===== src/rtl/mux8_2x1_arbiter_pkg.sv =====
// Shared encodings for the two-source byte-stream arbiter: FSM states and source IDs.
package mux8_2x1_arbiter_pkg;

  typedef enum logic [1:0] {
    ST_IDLE  = 2'd0,
    ST_GNT_A = 2'd1,
    ST_GNT_B = 2'd2
  } arb_state_e;

  localparam logic SRC_A = 1'b0;
  localparam logic SRC_B = 1'b1;

  // Round-robin hand-off: the pointer moves to whichever source did not just finish.
  function automatic logic other_src(input logic src);
    return ~src;
  endfunction

endpackage


===== src/rtl/bit8_2to1mux.sv =====
// 8-bit 2:1 mux cell: sel = 0 passes in1, sel = 1 passes in2.
module bit8_2to1mux (
  input  logic [7:0] in1,
  input  logic [7:0] in2,
  input  logic       sel,
  output logic [7:0] out
);

  assign out = sel ? in2 : in1;

endmodule


===== src/rtl/mux8_arb_fsm.sv =====
// Packet-lock arbitration FSM: state, round-robin pointer, mux select and ready generation.
// MUX8_ARB_FIXED_PRIO_EN selects fixed A-first priority instead of round-robin.
module mux8_arb_fsm
  import mux8_2x1_arbiter_pkg::*;
#(
  parameter logic PTR_INIT = 1'b0
) (
  input  logic       clk,
  input  logic       rst_n,
  input  logic       a_valid,
  input  logic       a_last,
  input  logic       b_valid,
  input  logic       b_last,
  input  logic       can_load,
  output arb_state_e state,
  output logic       sel,
  output logic       a_ready,
  output logic       b_ready
);

  arb_state_e state_r;
  logic       ptr_r;
  logic       a_acc_s;
  logic       b_acc_s;
  arb_state_e both_pick_s;

  // Grant decode: only the locked source may see ready, and only when the output stage can load.
  always_comb begin
    a_ready = (state_r == ST_GNT_A) & can_load;
    b_ready = (state_r == ST_GNT_B) & can_load;
    sel     = (state_r == ST_GNT_B);
    a_acc_s = a_valid & a_ready;
    b_acc_s = b_valid & b_ready;
`ifdef MUX8_ARB_FIXED_PRIO_EN
    both_pick_s = ST_GNT_A;
`else
    if (ptr_r == SRC_A) begin
      both_pick_s = ST_GNT_A;
    end else begin
      both_pick_s = ST_GNT_B;
    end
`endif
  end

  assign state = state_r;

  // Arbitration state and pointer; a grant is held until the locked source's last beat is accepted.
  always_ff @(posedge clk) begin
    if (!rst_n) begin
      state_r <= ST_IDLE;
      ptr_r   <= PTR_INIT;
    end else begin
      case (state_r)
        ST_IDLE: begin
          if (a_valid && b_valid) begin
            state_r <= both_pick_s;
          end else if (a_valid) begin
            state_r <= ST_GNT_A;
          end else if (b_valid) begin
            state_r <= ST_GNT_B;
          end else begin
            state_r <= ST_IDLE;
          end
        end
        ST_GNT_A: begin
          if (a_acc_s && a_last) begin
            state_r <= ST_IDLE;
`ifdef MUX8_ARB_FIXED_PRIO_EN
            ptr_r   <= PTR_INIT;
`else
            ptr_r   <= other_src(SRC_A);
`endif
          end
        end
        ST_GNT_B: begin
          if (b_acc_s && b_last) begin
            state_r <= ST_IDLE;
`ifdef MUX8_ARB_FIXED_PRIO_EN
            ptr_r   <= PTR_INIT;
`else
            ptr_r   <= other_src(SRC_B);
`endif
          end
        end
        default: begin
          state_r <= ST_IDLE;
        end
      endcase
    end
  end

endmodule


===== src/rtl/mux8_2x1_arbiter.sv =====
// Packet-level arbiter merging two 8-bit valid/ready streams into one registered output stage.
// Optional macro MUX8_ARB_FIXED_PRIO_EN: fixed A-first priority instead of round-robin.
module mux8_2x1_arbiter
  import mux8_2x1_arbiter_pkg::*;
#(
  parameter int   DW       = 8,
  parameter logic PTR_INIT = 1'b0
) (
  input  logic          clk,
  input  logic          rst_n,
  input  logic          a_valid,
  input  logic [DW-1:0] a_data,
  input  logic          a_last,
  output logic          a_ready,
  input  logic          b_valid,
  input  logic [DW-1:0] b_data,
  input  logic          b_last,
  output logic          b_ready,
  output logic          out_valid,
  output logic [DW-1:0] out_data,
  output logic          out_last,
  output logic          out_src,
  input  logic          out_ready,
  output logic          busy
);

  arb_state_e    state_s;
  logic          sel_s;
  logic          can_load_s;
  logic          beat_acc_s;
  logic          beat_last_s;
  logic [DW-1:0] mux_data_s;

  mux8_arb_fsm #(
    .PTR_INIT (PTR_INIT)
  ) u_fsm (
    .clk      (clk),
    .rst_n    (rst_n),
    .a_valid  (a_valid),
    .a_last   (a_last),
    .b_valid  (b_valid),
    .b_last   (b_last),
    .can_load (can_load_s),
    .state    (state_s),
    .sel      (sel_s),
    .a_ready  (a_ready),
    .b_ready  (b_ready)
  );

  bit8_2to1mux u_mux (
    .in1 (a_data),
    .in2 (b_data),
    .sel (sel_s),
    .out (mux_data_s)
  );

  // Accept/load qualification for the single-entry output stage.
  always_comb begin
    can_load_s  = ~out_valid | out_ready;
    beat_acc_s  = (a_valid & a_ready) | (b_valid & b_ready);
    beat_last_s = sel_s ? b_last : a_last;
    busy        = (state_s != ST_IDLE) | out_valid;
  end

  // Output register: loads on an accepted beat, otherwise drains when the consumer takes it.
  always_ff @(posedge clk) begin
    if (!rst_n) begin
      out_valid <= 1'b0;
      out_data  <= {DW{1'b0}};
      out_last  <= 1'b0;
      out_src   <= SRC_A;
    end else if (beat_acc_s) begin
      out_valid <= 1'b1;
      out_data  <= mux_data_s;
      out_last  <= beat_last_s;
      out_src   <= sel_s;
    end else if (out_ready) begin
      out_valid <= 1'b0;
    end
  end

endmodule


===== config.mk =====
export PLATFORM = sky130hd
export DESIGN_NAME = mux8_2x1_arbiter
export DESIGN_NICKNAME = d
export VERILOG_FILES = /design/src/rtl/mux8_2x1_arbiter_pkg.sv /design/src/rtl/bit8_2to1mux.sv /design/src/rtl/mux8_arb_fsm.sv /design/src/rtl/mux8_2x1_arbiter.sv
export SDC_FILE = /design/constraint.sdc
export NUM_CORES = 1
export LEC_CHECK = 0
export CAP_MARGIN = 0
export CORE_ASPECT_RATIO = 0.8
export CORE_MARGIN = 1.5
export CORE_UTILIZATION = 35
export DETAILED_ROUTE_END_ITERATION = 10
export PLACE_DENSITY = 0.75
export SETUP_SLACK_MARGIN = 0.2
export SLEW_MARGIN = 40
export SYNTH_ARGS = -nofsm -noshare
export SYNTH_HDL_FRONTEND = slang
export SYNTH_SLANG_ARGS = --single-unit

===== constraint.sdc =====
create_clock -name clk -period 1.6 [get_ports clk]
set_input_delay 0.16 -clock clk [delete_from_list [all_inputs] [get_ports clk]]
set_output_delay 0.16 -clock clk [all_outputs]
set_load 0.005 [all_outputs]

==> results.json, run 1 <==
{
  "die_h_um": 41.38,
  "hpwl_um": 1275,
  "final_util": 0.6998,
  "insertedDiodeCount": 0,
  "status": "finished clean",
  "tns_ps": 0,
  "grt_max_degree": 19,
  "clock_tree.root_cell": "clkbuf_4",
  "cp_data_required_time_ps": 1800,
  "grtUsageTotal": 0.1916,
  "first_pass_iters": 4,
  "synthFlopType": "dfxtp_1",
  "netlist_area_um2": 644.4,
  "synthToLayoutAreaGrowth_pct": 81.94,
  "async_reset_ff_frac": 0,
  "ant_nets": 0,
  "fmax_mhz": 717.9,
  "worstPathCellList": "clkdlybuf4s50_1 -> and2b_2 -> buf_4 -> a21oi_4 -> buf_12 -> nor2_1 -> a311oi_1",
  "final.period_utilization": 0.8706,
  "synth-seq-area-share": 0.4350,
  "maxCapViolCount": 0,
  "rows": 13,
  "numCtsBuffers": 3,
  "clkSlewWorstSetupHoldPaths_ps": 90,
  "syn_nets": 101,
  "grt_pass1_wl_um": 2863,
  "grt_pass1_vias": 648,
  "htreeDepth": 1,
  "wirelength_um": 1903,
  "cts_sinks": 14,
  "die_area_um2": 2109,
  "worstMarginPinSlew_ps": 251.4,
  "vdd_ir_drop_max_mv": 0.5229,
  "antenna_found_initial": 0,
  "overflow": 0,
  "fin_hold_ws_ps": 435.9,
  "ys_seq_elements": 14,
  "worstHoldPathType": "input port to flip-flop",
  "critPathKind": "input port to flip-flop",
  "drcViolationCount": 0,
  "routed_via_density": 4.986,
  "vias": 738,
  "period_needed_ps": 1393,
  "instances_no_fill": 148,
  "yosys.area.top_type": "dfxtp_1",
  "cts_tree": "yes",
  "io_pins": 37,
  "critPathCaptureType": "flip-flop",
  "slew_violations": 0,
  "synth_edf_count": 0,
  "initial_core_util": 0.3846,
  "synth_top_cell_area_share": 0.4350,
  "rsz0062_at_grt": "true",
  "synthCells": 78,
  "nets": 150,
  "die_w_um": 50.97,
  "finalInstanceArea_um2": 1172,
  "core_um2": 1675,
  "synth_warnings": 0,
  "drt_iter0_markers": 8,
  "leakage_uw": 0.0004574,
  "place_congestion": 0.8204,
  "hold_violations": 0,
  "clockBufferDepth": 2,
  "ys_types": 24,
  "synth_area_per_cell_um2": 8.261,
  "crit_slowest_cell": "clkdlybuf4s50_1",
  "relSlewSlack": 0.8322,
  "dp.cells": 141,
  "ys_top_cells_by_area": "dfxtp_1 (43%), nand2_1 (12%), a311oi_1 (11%)",
  "drive_above_1_share": 0.2143,
  "critical_path_arrival_ps": 1590,
  "fin_skew_ps": 3.664,
  "setup_viol": 0,
  "clk_latency_ps": 290,
  "synth_common_cells": "nand2_1 (20), dfxtp_1 (14), nor2_1 (12)",
  "cp-start-kind": "input port",
  "max_stage_delay_ps": 450,
  "port_buffers": 36,
  "placed_area_um2": 1087,
  "yosysMostFrequentCell": "nand2_1",
  "cp_max_fo": 9,
  "post_drt_wl_per_cell_um": 12.86,
  "pwr_density_cell_nw_per_um2": 832.2
}
[critical path, delay by kind of cell]
kind                   cells  cell delay [ps]
AO/OA/AOI/OAI              2              400
buffers and inverters      3              740
AND/OR/NAND/NOR            2              290
[what timing repair did]
action                                  4_1_cts  5_1_grt
endpoints found under the setup margin        3       12
buffers inserted                              1        1
gates cloned                                  0        1
hold buffers                                  0        0
pin swaps                                     1        3
gates resized for setup                       9        6
[layout by cell type (no fill, tap or decap), drive strengths merged]
cell,n
a311oi,9
nor4b,1
a2111o,1
dfxtp,14
clkdlybuf4s50,33
nor2b,1
dlygate4sd2,1
and2b,1
nor2,12
nand3,1
or3,1
a21oi,4
a211oi,1
inv,2
a31o,1
clkbuf,7
buf,11
nor3b,1
o21ai,1
nand2,20
nand2b,1
nand3b,2
[metrics by stage]
stage | setup slack [ps] | power, uW
2_1_floorplan | 355.8 | 524.4
3_3_place_gp | -162.2 | 695.0
3_5_place_dp | -157.1 | 699.4
4_1_cts | 162.1 | 964.6
5_1_grt | 138.7 | 1033
6_report | 207.0 | 975.6
[kinds of logic (layout without fill, tap and decap cells)]
| group | count (synthesis) | count (layout) | synth area share |
|---|---|---|---|
| compound gates | 17 | 17 | 0.2311 |
| simple gates | 41 | 41 | 0.2835 |
| buf+inv | 6 | 54 | 0.05047 |
| flops | 14 | 14 | 0.4350 |
[cell type report]
cell class                 instances  area (um2)
clock buffer                       4       36.28
fill                             136       503.0
inverter                           2       7.507
multi-input combinational         58       345.3
sequential                        14       286.5
tap                               22       27.53
timing repair buffer              48       469.2
[flip-flops by register name (all words and copies together), names as in the netlist]
name / cells
out_data: 8
u_fsm.state: 2
out_last: 1
out_src: 1
out_valid: 1
u_fsm.ptr_r: 1
[metal layers]
metal | share of wire | wire (um) | GRT usage
met1 | 0.47 | 888 | 0.2280
met2 | 0.44 | 838 | 0.3214
met3 | 0.075 | 142 | 0.06071
met4 | 0.018 | 34 | 0.1014
met5 | 0 | 0 | 0
[path summary, 6_finish.rpt]
path	slack [ps]	start	to	cells past startpoint
min reg2reg	480	u_fsm.ptr_r	u_fsm.ptr_r	2
max	210	out_ready	out_data[6]	7
max reg2reg	220	out_valid	out_data[6]	6
min	440	b_data[1]	out_data[1]	3
[power by group]
part	total [uW]	leakage, uW	internal (uW)	switching (uW)
Combinational	307	0.000320	191	116
Sequential	407	0.000116	384	23.0
Clock	262	0.0000210	139	123
Total	976	0.000457	713	263
No activity file was read; power rests on OpenSTA's default activity.
==> inputs of run 2 (changes only) <==
--- a/config.mk
+++ b/config.mk
@@ -10,7 +10,8 @@
 export CORE_MARGIN = 1.5
 export CORE_UTILIZATION = 35
 export DETAILED_ROUTE_END_ITERATION = 10
-export PLACE_DENSITY = 0.75
+export HOLD_SLACK_MARGIN = 0.1
+export PLACE_DENSITY = 0.83
 export SETUP_SLACK_MARGIN = 0.2
 export SLEW_MARGIN = 40
 export SYNTH_ARGS = -nofsm -noshare
==> run 2 against run 1 <==
Net effect:
- first-iteration DRC count up 25%
- register-to-register slack worse by 60 ps
- setup slack worse by 50 ps
- clock power down 2%
- sequential share of layout area down 1.7 points
- fmax down 3.4%
- combinational power up 17%
- cell count up 5.4%
- critical endpoint is now out_data[1]
- largest cell class unchanged
- highest routed layer unchanged
==> results.json, run 2 (synthesized netlist as in run 1, its figures left out) <==
{
  "status": "finished clean",
  "cp_max_fo": 6,
  "overflow": 0,
  "drt_iter0_markers": 10,
  "vdd_ir_drop_max_mv": 0.5312,
  "dp.cells": 141,
  "instances_no_fill": 156,
  "clock_tree.root_cell": "clkbuf_4",
  "synthToLayoutAreaGrowth_pct": 95.92,
  "wirelength_um": 2036,
  "rr_worst_depth": 7,
  "finalInstanceArea_um2": 1262,
  "initial_core_util": 0.3846,
  "holdPathStages": 3,
  "rsz0062_at_grt": "true",
  "cp_data_required_time_ps": 1800,
  "cp-startpoint": "u_fsm.state[1]",
  "drive_above_1_share": 0.3060,
  "drcViolationCount": 0,
  "ctsHoldBuffers": 0,
  "final_common_cell": "clkdlybuf4s50_1",
  "grt_pass1_wl_um": 2870,
  "grt_max_degree": 14,
  "grt_pass1_vias": 647,
  "largest_register": "out_data",
  "maxCapViolCount": 0,
  "die_h_um": 41.38,
  "placed_area_um2": 1075,
  "hold_violations": 0,
  "grtUsageTotal": 0.1930,
  "period_needed_ps": 1443,
  "die_area_um2": 2109,
  "worstHoldPathType": "input port to flip-flop",
  "clockBufferDepth": 2,
  "core_um2": 1675,
  "r2r_slack_ps": 160,
  "fin_skew_ps": 8.370,
  "htreeDepth": 1,
  "die_w_um": 50.97,
  "largest_reg_flops": 8,
  "cts_tree": "yes",
  "insertedDiodeCount": 0,
  "post_drt_wl_per_cell_um": 13.05,
  "critical_path_arrival_ps": 1640,
  "final_cell_mix": "clkdlybuf4s50_1 (33), nand2_1 (20), buf_4 (12)",
  "clkSlewWorstSetupHoldPaths_ps": 90,
  "relSlewSlack": 0.6720,
  "fmax_mhz": 693.2,
  "cp-start-kind": "flip-flop",
  "port_buffers": 36,
  "setup_viol": 0,
  "numCtsBuffers": 3,
  "endpoint": "out_data[1]",
  "first_pass_iters": 4,
  "r2r_start": "u_fsm.state[1]",
  "reg2reg_to": "out_data[1]",
  "io_pins": 37,
  "antenna_found_initial": 0,
  "routed_via_density": 5.038,
  "vias": 786,
  "critPathKind": "flip-flop to flip-flop",
  "clk_latency_ps": 280,
  "slew_violations": 0,
  "pwr_density_cell_nw_per_um2": 809.6,
  "rows": 13,
  "hpwl_um": 1362,
  "leakage_uw": 0.0005055,
  "ant_nets": 0,
  "place_congestion": 0.8648,
  "final.period_utilization": 0.9016,
  "worstMarginPinSlew_ps": 491.4,
  "nets": 158,
  "cts_sinks": 14,
  "critPathCaptureType": "flip-flop"
}
## run 2: metal layers
layer  track usage  wire, um
met1        0.2343       939
met2        0.3344       975
met3       0.04286       107
met4        0.1014        13
met5             0         0
## run 2: critical path, cell delays in order, from the launching register on
cell and delay, ps:
dfxtp_4 360, buf_6 120, nand3b_1 200, a21oi_4 220
buf_6 140, buf_12 100, nor2_1 30, a311oi_1 190
## run 2: worst min-delay path by stage
stage | to | startpoint | slack, ps
finish | out_data[1] | b_data[1] | 450
global route | out_data[1] | b_data[1] | 440
CTS | out_data[1] | a_data[1] | 440
detailed placement | u_fsm.ptr_r | u_fsm.ptr_r | 460
global placement | u_fsm.ptr_r | u_fsm.ptr_r | 460
floorplan | out_src | a_valid | 260
## run 2: final cells by class
| class | count | area, um2 |
|---|---|---|
| timing repair buffer | 56 | 541.8 |
| fill | 137 | 412.9 |
| multi-input combinational | 58 | 362.8 |
| sequential | 14 | 286.5 |
| clock buffer | 4 | 36.28 |
| tap | 22 | 27.53 |
| inverter | 2 | 7.507 |
## run 2: report_power, final
part | switching [uW] | internal (uW) | total [uW] | leakage, uW
registers | 23.8 | 384 | 407 | 0.000116
logic | 132 | 226 | 358 | 0.000368
clock network | 118 | 138 | 256 | 0.0000210
total | 274 | 748 | 1020 | 0.000505
## run 2: timing repair
item | in CTS | in global routing
setup buffers | 1 | 9
gates cloned | 0 | 1
setup endpoints to repair | 3 | 12
gates resized for setup | 7 | 22
pin swaps | 0 | 8
## run 2: through the flow
stage	setup slack [ps]	hold WS (ps)	utilization	setup TNS, ps	total power [uW]
6_report	157.4	445.9	0.7535	0	1022
5_1_grt	108.6	436.0	0.7535	0	1078
4_1_cts	160.1	439.2	0.6714	0	951.4
3_5_place_dp	-173.8	463.7	0.6415	-545.1	694.8
3_3_place_gp	-167.0	456.9	0.6415	-253.0	687.4
2_1_floorplan	355.8	256.6	-	0	524.4
